[src/rtl/alu_share_arbiter_pkg.sv]
// Shared definitions for the ALU sharing arbiter: ALU control codes,
// FSM state encoding and the control-code legality check.
package alu_share_arbiter_pkg;

    localparam int CTL_CODE_W = 4;

    localparam logic [CTL_CODE_W-1:0] CTL_AND = 4'b0000;
    localparam logic [CTL_CODE_W-1:0] CTL_OR  = 4'b0001;
    localparam logic [CTL_CODE_W-1:0] CTL_ADD = 4'b0010;
    localparam logic [CTL_CODE_W-1:0] CTL_SUB = 4'b0110;

    typedef enum logic [1:0] {
        ST_IDLE = 2'd0,
        ST_EXEC = 2'd1,
        ST_RESP = 2'd2
    } state_t;

    // True when the code is one the shared ALU implements.
    function automatic logic ctrl_is_legal(input logic [CTL_CODE_W-1:0] i_code);
        return (i_code == CTL_AND) || (i_code == CTL_OR) ||
               (i_code == CTL_ADD) || (i_code == CTL_SUB);
    endfunction

endpackage

[src/rtl/alu_share_arbiter_rr_arb2.sv]
// Two-input round-robin grant. When both inputs request, the port that
// did not win last time is chosen; otherwise the lone requester wins.
module rr_arb2 (
    input  logic [1:0] i_valid,
    input  logic       i_last_grant,
    output logic       o_grant_vld,
    output logic       o_grant
);

    // Pick the winning port index from the request mask and last winner.
    always_comb begin
        o_grant_vld = |i_valid;
        if (&i_valid) begin
            o_grant = ~i_last_grant;
        end else begin
            o_grant = i_valid[1];
        end
    end

endmodule

[src/rtl/alu_share_arbiter.sv]
// Shares one combinational ALU between two requesters. One transaction is
// in flight at a time: IDLE accepts and registers operands, EXEC captures
// the ALU output, RESP holds the result until the owning port takes it.
module alu_share_arbiter
    import alu_share_arbiter_pkg::*;
#(
    parameter int XLEN   = 32,
    parameter int CTRL_W = 4
) (
    input  logic              clk,
    input  logic              reset,
    input  logic [1:0]        req_valid,
    output logic [1:0]        req_ready,
    input  logic [CTRL_W-1:0] req_ctrl0,
    input  logic [CTRL_W-1:0] req_ctrl1,
    input  logic [XLEN-1:0]   req_a0,
    input  logic [XLEN-1:0]   req_a1,
    input  logic [XLEN-1:0]   req_b0,
    input  logic [XLEN-1:0]   req_b1,
    output logic [CTRL_W-1:0] alu_ctrl,
    output logic [XLEN-1:0]   alu_a,
    output logic [XLEN-1:0]   alu_b,
    input  logic [XLEN-1:0]   alu_result,
    input  logic              alu_zero,
    output logic [1:0]        rsp_valid,
    input  logic [1:0]        rsp_ready,
    output logic [XLEN-1:0]   rsp_data,
    output logic              rsp_zero,
    output logic              rsp_err
);

    state_t            r_state;
    logic              r_grant;
    logic              r_last_grant;
    logic              r_illegal;
    logic [CTRL_W-1:0] r_alu_ctrl;
    logic [XLEN-1:0]   r_alu_a;
    logic [XLEN-1:0]   r_alu_b;
    logic [1:0]        r_rsp_valid;
    logic [XLEN-1:0]   r_rsp_data;
    logic              r_rsp_zero;
    logic              r_rsp_err;

    logic              w_grant_vld;
    logic              w_grant;
    logic              w_accept;
    logic [CTRL_W-1:0] w_sel_ctrl;
    logic [XLEN-1:0]   w_sel_a;
    logic [XLEN-1:0]   w_sel_b;

    rr_arb2 u_rr_arb2 (
        .i_valid      (req_valid),
        .i_last_grant (r_last_grant),
        .o_grant_vld  (w_grant_vld),
        .o_grant      (w_grant)
    );

    // Operand mux and accept strobe; ready is held low while reset is asserted.
    always_comb begin
        w_sel_ctrl = w_grant ? req_ctrl1 : req_ctrl0;
        w_sel_a    = w_grant ? req_a1    : req_a0;
        w_sel_b    = w_grant ? req_b1    : req_b0;
        w_accept   = (r_state == ST_IDLE) && w_grant_vld && !reset;
        req_ready  = 2'b00;
        if (w_accept) begin
            req_ready = w_grant ? 2'b10 : 2'b01;
        end
    end

    // Transaction sequencer with registered ALU operands and response.
    always_ff @(posedge clk or posedge reset) begin
        if (reset) begin
            r_state      <= ST_IDLE;
            r_grant      <= 1'b0;
            r_last_grant <= 1'b1;
            r_illegal    <= 1'b0;
            r_alu_ctrl   <= CTRL_W'(CTL_ADD);
            r_alu_a      <= '0;
            r_alu_b      <= '0;
            r_rsp_valid  <= 2'b00;
            r_rsp_data   <= '0;
            r_rsp_zero   <= 1'b0;
            r_rsp_err    <= 1'b0;
        end else begin
            case (r_state)
                ST_IDLE: begin
                    if (w_grant_vld) begin
                        r_alu_ctrl <= w_sel_ctrl;
                        r_alu_a    <= w_sel_a;
                        r_alu_b    <= w_sel_b;
                        r_grant    <= w_grant;
                        r_illegal  <= !ctrl_is_legal(w_sel_ctrl);
                        r_state    <= ST_EXEC;
                    end
                end
                ST_EXEC: begin
                    // An illegal code still completes, but never exposes ALU output.
                    if (r_illegal) begin
                        r_rsp_data <= '0;
                        r_rsp_zero <= 1'b0;
                        r_rsp_err  <= 1'b1;
                    end else begin
                        r_rsp_data <= alu_result;
                        r_rsp_zero <= alu_zero;
                        r_rsp_err  <= 1'b0;
                    end
                    r_rsp_valid <= r_grant ? 2'b10 : 2'b01;
                    r_state     <= ST_RESP;
                end
                ST_RESP: begin
                    if (rsp_ready[r_grant]) begin
                        r_rsp_valid  <= 2'b00;
                        r_last_grant <= r_grant;
                        r_state      <= ST_IDLE;
                    end
                end
                default: begin
                    r_state <= ST_IDLE;
                end
            endcase
        end
    end

    assign alu_ctrl  = r_alu_ctrl;
    assign alu_a     = r_alu_a;
    assign alu_b     = r_alu_b;
    assign rsp_valid = r_rsp_valid;
    assign rsp_data  = r_rsp_data;
    assign rsp_zero  = r_rsp_zero;
    assign rsp_err   = r_rsp_err;

endmodule
[config.mk]
export PLATFORM = sky130hd
export DESIGN_NAME = alu_share_arbiter
export DESIGN_NICKNAME = d
export VERILOG_FILES = /design/src/rtl/alu_share_arbiter_pkg.sv /design/src/rtl/alu_share_arbiter_rr_arb2.sv /design/src/rtl/alu_share_arbiter.sv
export SDC_FILE = /design/constraint.sdc
export NUM_CORES = 1
export LEC_CHECK = 0
export BUFFER_PORTS_ARGS = -buffer_cell sky130_fd_sc_hd__buf_2
export CAP_MARGIN = 30
export CORE_MARGIN = 2
export CORE_UTILIZATION = 44
export DETAILED_ROUTE_END_ITERATION = 8
export PLACE_DENSITY = 0.8
export SETUP_SLACK_MARGIN = 0.1
export SYNTH_ARGS = -nofsm -noshare
export SYNTH_HDL_FRONTEND = slang
export SYNTH_HIERARCHICAL = 1
export SYNTH_SLANG_ARGS = --single-unit
[constraint.sdc]
create_clock -name clk -period 3.6 [get_ports clk]
set_input_delay 0.18 -clock clk [delete_from_list [all_inputs] [get_ports clk]]
set_output_delay 0.18 -clock clk [all_outputs]
set_load 0.005 [all_outputs]
**Yosys cells after proc, flatten, opt, wreduce, memory -nomap -nowiden**

Index checks and enable logic that the tools add are counted.

- Flip-flop bits (word level): 109
- Input bits: 175
- Output and inout port bits: 106
- Word-level logic and storage cells: 52

- Magnitude comparators: 1
- Equality and inequality tests: 7
- Mux-type cells: 16
- Bitwise operators: 1
- Reduce and logical (&&, ||, !) cells: 16

Operators by type and width:

| cell | count |
|---|---|
| $mux 32 | 3 |
| $mux 2 | 5 |
| $reduce_and 2->1 | 5 |
| $pmux 2 s3 | 1 |
| $mux 1 | 5 |
| $eq 4x1->1 const B | 1 |
| $eq 4x2->1 const B | 1 |
| $eq 4x3->1 const B | 1 |
| $logic_not 4->1 | 1 |
| $mux 4 | 1 |
| $ne 2x2->1 const B | 2 |
| $pmux 2 s2 | 1 |
| $logic_or 1x1->1 | 3 |
| $eq 2x1->1 const B | 1 |
| $eq 2x2->1 const B | 1 |
| $logic_and 1x1->1 | 2 |
| $logic_not 1->1 | 2 |
| $logic_not 2->1 | 1 |
| $lt 1x2->1 const B | 1 |
| $reduce_bool 2->1 | 1 |
| $reduce_or 2->1 | 1 |
| $not 1->1 | 1 |

**Longest topological paths before layout**

Gate-level depths: netlist (run 1).

- Depth after elaboration: 8
- Gate-level depth with buffers: 6
- Depth with buffers taken out: 4

**Hierarchy**

The synthesis (run 1) kept the hierarchy.

By module, submodules not included:

| module | instances | cells an instance | area each (um^2) | seq. area each (um^2) |
|---|---|---|---|---|
| alu_share_arbiter | 1 | 473 | 4853.4 | 2730.1 |
| rr_arb2 | 1 | 2 | 13.8 | 0.0 |

**Least setup slack after synthesis (run 1)**

OpenSTA, ideal clock, no wires.

- Path kind: input-to-output
- From: in reset
- To: out req_ready[1]
- Data arrival time: 2860 ps
- Required time: 3420 ps
- Path slack: 560 ps
- Stages: 2
- Buffers on the path: 0
- Cells stage by stage: inv_1 -> and3_1

- Word-level cells in the longest chain between the ends: 3

Ends and longest elaborated chain:

| what | RTL line | RTL |
|---|---|---|
| start, declared | alu_share_arbiter.sv:11 | `input logic reset,` |
| $logic_not 1->1 (no source line) | -- |  |
| $logic_and 1x1->1 | alu_share_arbiter.sv:63 | `w_accept = (r_state == ST_IDLE) && w_grant_vld && !reset;` |
| $mux 2 | alu_share_arbiter.sv:65 | `if (w_accept) begin` |
| end, declared | alu_share_arbiter.sv:13 | `output logic [1:0] req_ready,` |

No other way between the ends.

**Worst setup path after layout (run 1)**

- From: reg r_state[0]
- To: out req_ready[0]

- Word-level cells in the longest chain between the ends: 4

Ends and longest elaborated chain:

| what | RTL line | RTL |
|---|---|---|
| start, declared | alu_share_arbiter.sv:32 | `state_t r_state;` |
| start signal, assigned | alu_share_arbiter.sv:73 | `r_state <= ST_IDLE;` |
| start signal, assigned | alu_share_arbiter.sv:93 | `r_state <= ST_EXEC;` |
| start signal, assigned | alu_share_arbiter.sv:108 | `r_state <= ST_RESP;` |
| $logic_not 2->1 | alu_share_arbiter.sv:63 |  |
| $logic_and 1x1->1 (2 in a row) | alu_share_arbiter.sv:63 |  |
| $mux 2 | alu_share_arbiter.sv:65 |  |

No other way between the ends.

==> results of run 1 <==
[routing by layer]
layer | vias up | wire (µm) | GRT usage
met4 | 0 | 161 | 0.06510
met5 | - | 0 | 0
li1 | 2130 | - | -
met1 | 2010 | 5104 | 0.2550
met2 | 171 | 6361 | 0.3651
met3 | 14 | 998 | 0.05021
[registers in the layout, indices dropped and copies added (netlist names)]
register	cells
alu_b	32
r_state	2
r_grant	1
rsp_zero	1
r_last_grant	1
r_illegal	1
rsp_data	32
rsp_valid	2
rsp_err	1
alu_ctrl	4
alu_a	32
[where the power goes]
part	switching [mW]	total (mW)	internal (mW)
Clock	0.410	0.753	0.343
Combinational	0.994	1.86	0.867
Sequential	0.310	2.03	1.72
[Yosys cell counts, drive strengths merged]
| master | n |
|---|---|
| nand3 | 1 |
| a21boi | 1 |
| nor2 | 69 |
| dfrtp | 107 |
| mux2i | 69 |
| inv | 3 |
| mux2 | 2 |
| buf | 28 |
| nor2b | 2 |
| a221oi | 1 |
| a21oi | 71 |
| nand3b | 1 |
| nand2b | 35 |
| dfstp | 2 |
| o21ai | 35 |
| nor3 | 1 |
| nand2 | 35 |
| or2 | 1 |
| o21a | 1 |
| clkbuf | 6 |
| and3 | 1 |
| o22a | 1 |
| nor3b | 2 |
[timing repair]
item                       4_1_cts  5_1_grt
resized for setup                0        0
hold endpoints to repair        52        0
setup endpoints to repair        0        0
hold buffers                     1        0
[worst max-delay path, delay by kind of cell (launching register included)]
kind / cells / cell delay, ns
flops: 1 / 0.47
simple gates: 2 / 0.62
buf+inv: 2 / 0.38
[path summary, 6_finish.rpt]
kind                                from            to  slack (ns)  cells after the start
setup reg to reg              r_state[0]     alu_a[15]        1.88                      5
hold / removal             alu_result[7]   rsp_data[7]        0.07                      3
min in group asynchronous          reset   alu_ctrl[0]        0.47                      3
setup / recovery              r_state[0]  req_ready[0]        1.59                      4
hold reg to reg             rsp_data[19]  rsp_data[19]        0.49                      2
max in group asynchronous          reset     alu_b[27]        1.99                      4
[per-stage QoR]
stage / cell area [µm²] / power (mW) / util / hold WS [ns] / setup WS, ns
CTS: 6601 / 4.691 / 0.6116 / 0.04587 / 1.536
finish: 6601 / 4.642 / 0.6116 / 0.06729 / 1.585
global placement: 6356 / 3.788 / 0.5889 / 0.3293 / 1.637
detailed placement: 6391 / 3.933 / 0.5922 / 0.3387 / 1.866
global route: 6601 / 5.026 / 0.6116 / 0.06782 / 1.430
floorplan: 4867 / 3.082 / - / 0.3285 / 0.5373
[layout make-up]
cell class	count	share of cell area
multi-input combinational	329	0.2981
tap	140	0.02654
clock buffer	11	0.02142
inverter	3	0.002085
timing repair buffer	287	0.2293
clock inverter	5	0.008908
sequential	109	0.4136
[cells in the final DEF, fill, tap and decap left out, types with 2 or more instances in the layout]
| cell | n |
|---|---|
| buf_2 | 280 |
| o21ai_0 | 35 |
| mux2_2 | 2 |
| buf_12 | 4 |
| nor2b_1 | 2 |
| inv_1 | 2 |
| dfstp_2 | 2 |
| clkinvlp_4 | 2 |
| clkbuf_8 | 10 |
| dfrtp_1 | 107 |
| nand2_1 | 35 |
| nand2b_1 | 34 |
| a21oi_1 | 71 |
| mux2i_1 | 69 |
| nor2_1 | 69 |
[cells by family after synthesis]
logic type | Yosys count | synth area share
DFF | 109 | 0.5609
AOI/OAI and AO/OA | 110 | 0.1157
muxes | 71 | 0.1465
and+or+nand+nor | 148 | 0.1380
buffers and inverters | 37 | 0.03882
==> results.toml, run 1 <==
[drt]
ant_nets = 0
drtIter0Drc = 228
wire_per_inst_um = 14.28
drc = 0
vias = 4325
routed_wl_um = 12630
dr.pass1.iters = 4
viasPerCell = 4.893

[logic_synthesis]
synthTopCellsByArea = "dfrtp_1 55%, mux2i_1 14%, a21oi_1 7.3%, nor2_1 5.3%, nand2b_1 4.5%"
synth_warnings = 6
synthCells = 475
ys_ff_latch = 109
synth_area_um2 = 4867
postSynthAreaPerCell_um2 = 10.25
synth_nets = 650
synth_seq_area_share = 0.5609
synth.distinct_cells = 25
synth_top_cell_area_share = 0.5501
yosysTopAreaCell = "dfrtp_1"

[clock_tree]
cts_buffers = 9
cts_setup_buffers = 0
clock_path_buffers = 2
worstSkewPairLatency_ns = 0.36
cts_tree = "yes"
cts_root_buffer = "clkbuf_8"
clk_pin_slew_worst_paths_ns = 0.10
clock_sinks = 109
htree_levels = 3

[timing]
slew_viol_final = 0
max_freq_ghz = 0.4963
hold_viol = 0
min_period_over_period = 0.5597
setup_viol = 0
setup_tns_ns = 0
skew_ns = 0.009262
rsz0062_at_grt = "false"
worstMarginPinSlew_ns = 0.8855
slew_headroom = 0.4097
finalCriticalPeriod_ns = 2.015

[power_and_ir_drop]
ir_worst_vdd_v = 0.0003898
p_leak_nw = 3.379
power_density_nw_per_um2 = 703.3

[critical_path]
worstPathRequired_ns = 3.42
cp-end-kind = "output port"
crit_type = "register to output port"
crit_slowest_cell = "dfrtp_1"
crit_chain = "nor3b_4 > buf_8 > nor3b_1 > buf_2"
crit_arrival_ns = 1.83
critical_path.max_stage_delay_ns = 0.47
startpoint_type = "register"
critPathMaxFanout = 22

[placement]
dpl.hpwl_um = 9621
dp_cells = 867
gp_congestion = 0.7669
io_buffers = 280

[global_routing]
grt_max_degree = 71
antenna_found_initial = 0
grt_pass1_wl_um = 19480
gr-usage-all-layers = 0.2089
grt_pass1_vias = 4165
grt_overflow = 0

[floorplanning]
rows = 38
die-area_um2 = 11920
die_y_um = 109.2
ios = 281
die_w_um = 109.2
initial_core_util = 0.4510
core_area_um2 = 10790

[cells_and_area]
seq_area_um2 = 2730
syn_to_final_growth_pct = 35.63
final_nets = 914
instances_no_fill = 884
fillers = 894
drive_above_1_share = 0.4153
num_antenna_cells = 0
multiInputGateArea_um2 = 1968

[run]
maxCapViolCount = 0

[run_status]
status = "finished, final reports clean"

[worst_hold_path]
holdCritPathClass = "input pin to register"
Note: power is estimated with default switching activity, not from simulation.
==> inputs of run 2 (changes only) <==
- CORE_ASPECT_RATIO: default -> 1.25
- CORE_UTILIZATION: 44 -> 40
- PLACE_DENSITY: 0.8 -> 0.77
- clock period: 3.6 -> 1.82 ns (I/O delays scaled with it)
==> run 2 against run 1 <==
  * Cell count grew 6.6%
  * Global-route usage shrank 1.4 points
  * Critical path depth is the same
  * Clock skew shrank 0.00091 ns
  * Non-clock buffer count up 34
  * Count of clock-buffer cells in the layout is 2 lower
  * Worst hold slack worse by 0.063 ns
  * Critical endpoint unchanged
  * Largest cell class unchanged
==> results.toml, run 2 (same netlist as run 1, synthesis figures left out) <==
[cells_and_area]
layout_common_cells = "280 x buf_2, 105 x dfrtp_1, 71 x a21oi_1"
fillers = 1034
multiInputGateArea_um2 = 1968
num_antenna_cells = 0
drive_above_1_share = 0.4254
final_common_cell = "buf_2"
seq_area_um2 = 2733
instances_no_fill = 942
final_nets = 948
syn_to_final_growth_pct = 46.14
fin_area_um2 = 7113

[critical_path]
worstPathRequired_ns = 1.73
crit_arrival_ns = 1.55
critPathMaxFanout = 8
startpoint_type = "register"
cp-end-kind = "output port"
cp_top_family = "simple AND/OR/NAND/NOR gates"
reg2reg_depth = 6
crit_type = "register to output port"
path_depth = 4
path_buf_inv = 2
rrSetupSlack_ns = 0.23
crit_chain = "nor3b_4 > buf_12 > nor3b_1 > buf_2"
crit_slowest_cell = "dfrtp_2"
critical_path.max_stage_delay_ns = 0.44

[timing]
slew_headroom = 0.4340
hold_viol = 0
slew_viol_final = 0
rsz0062_at_grt = "false"
setup_ws_ns = 0.1827
setup_viol = 0
worstMarginPinSlew_ns = 0.8490
max_freq_ghz = 0.6107
whs_ns = 0.004670
min_period_over_period = 0.8996
finalCriticalPeriod_ns = 1.637
skew_ns = 0.008357

[clock_tree]
clock_path_buffers = 2
cts_root_buffer = "clkbuf_16"
worstSkewPairLatency_ns = 0.34
clk_pin_slew_worst_paths_ns = 0.08
htree_levels = 3
cts_tree = "yes"
clock_sinks = 109
cts_buffers = 9

[global_routing]
antenna_found_initial = 0
busiest_layer = "met2"
met1_usage = 0.2398
grt_overflow = 0
grt_pass1_vias = 4133
gr-usage-all-layers = 0.1945
grt_pass1_wl_um = 19840
grt_max_degree = 68
met3_usage = 0.04814
grt.met2_usage = 0.3268

[floorplanning]
core_area_um2 = 11990
ios = 281
die-area_um2 = 13070
die_w_um = 102.7
rows = 45
initial_core_util = 0.4058
die_y_um = 127.3

[power_and_ir_drop]
ir_worst_vdd_v = 0.0006498
power_density_nw_per_um2 = 1420
p_leak_nw = 3.616
power_mw = 10.10

[drt]
drc = 0
wire_per_inst_um = 14.32
dr.pass1.iters = 5
viasPerCell = 4.827
ant_nets = 0
routed_wl_um = 13490
vias = 4547
drtIter0Drc = 83

[placement]
gp_congestion = 0.7626
place_area_um2 = 6497
dpl.hpwl_um = 9368
dp_cells = 897
post-place-ws_ns = 0.2670
io_buffers = 280

[run_status]
status = "finished, final reports clean"

[run]
maxCapViolCount = 0

[worst_hold_path]
holdCritPathClass = "input pin to register"
min_path_cells = 3
[run 2: changes by cell type in the layout (fill, tap and decap cells not counted), moves of 2 or more]
| cell | change |
|---|---|
| dlygate4sd3_1 | +15 |
| buf_4 | +14 |
| buf_12 | +2 |
| bufbuf_16 | +2 |
| dfrtp_2 | +2 |
| dfrtp_1 | -2 |
| clkbuf_16 | +10 |
| clkbuf_8 | -10 |
[run 2: metrics by stage]
| stage | util | setup TNS [ns] |
|---|---|---|
| floorplan | - | -0.4377 |
| global placement | 0.5418 | 0 |
| detailed placement | 0.5418 | 0 |
| CTS | 0.5864 | 0 |
| global route | 0.5931 | 0 |
| finish | 0.5931 | 0 |
[run 2: cell type report]
type,count,share of cell area
Clock buffer,9,0.03166
Timing Repair Buffer,321,0.2688
Sequential cell,109,0.3842
Inverter,3,0.002111
Tap cell,164,0.02885
Multi-Input combinational cell,329,0.2767
Clock inverter,7,0.007740
[run 2: final timing paths]
path | startpoint | endpoint
setup / recovery | r_state[0] | req_ready[0]
hold / removal | alu_result[25] | rsp_data[25]
setup reg to reg | r_state[0] | alu_a[17]
hold reg to reg | rsp_data[11] | rsp_data[11]
max in group asynchronous | reset | alu_a[21]
min in group asynchronous | reset | alu_b[4]
[run 2: metal layers]
layer	vias to the layer above	part of all wire
met5	-	0
met4	0	0.023
met3	30	0.081
met2	202	0.48
met1	2115	0.41
li1	2200	-
[run 2: worst register-to-register path: cells and delay by family (launching register included)]
kind	cells	cell delay, ns
simple gates	2	0.35
flops	1	0.44
compound gates	1	0.11
buf+inv	3	0.62
[run 2: report_power, final]
group / internal (mW) / switching (mW) / total [mW]
sequential: 3.40 / 0.575 / 3.98
clock: 0.947 / 0.932 / 1.88
combinational: 2.13 / 2.12 / 4.24
[run 2: timing repair]
item | CTS | global route
hold buffers | 16 | 0
endpoints found under the hold margin | 122 | 0
endpoints found under the setup margin | 2 | 23
gates cloned | 2 | 1
pin swaps | 2 | 1
resized for setup | 0 | 3
buffers inserted | 4 | 6
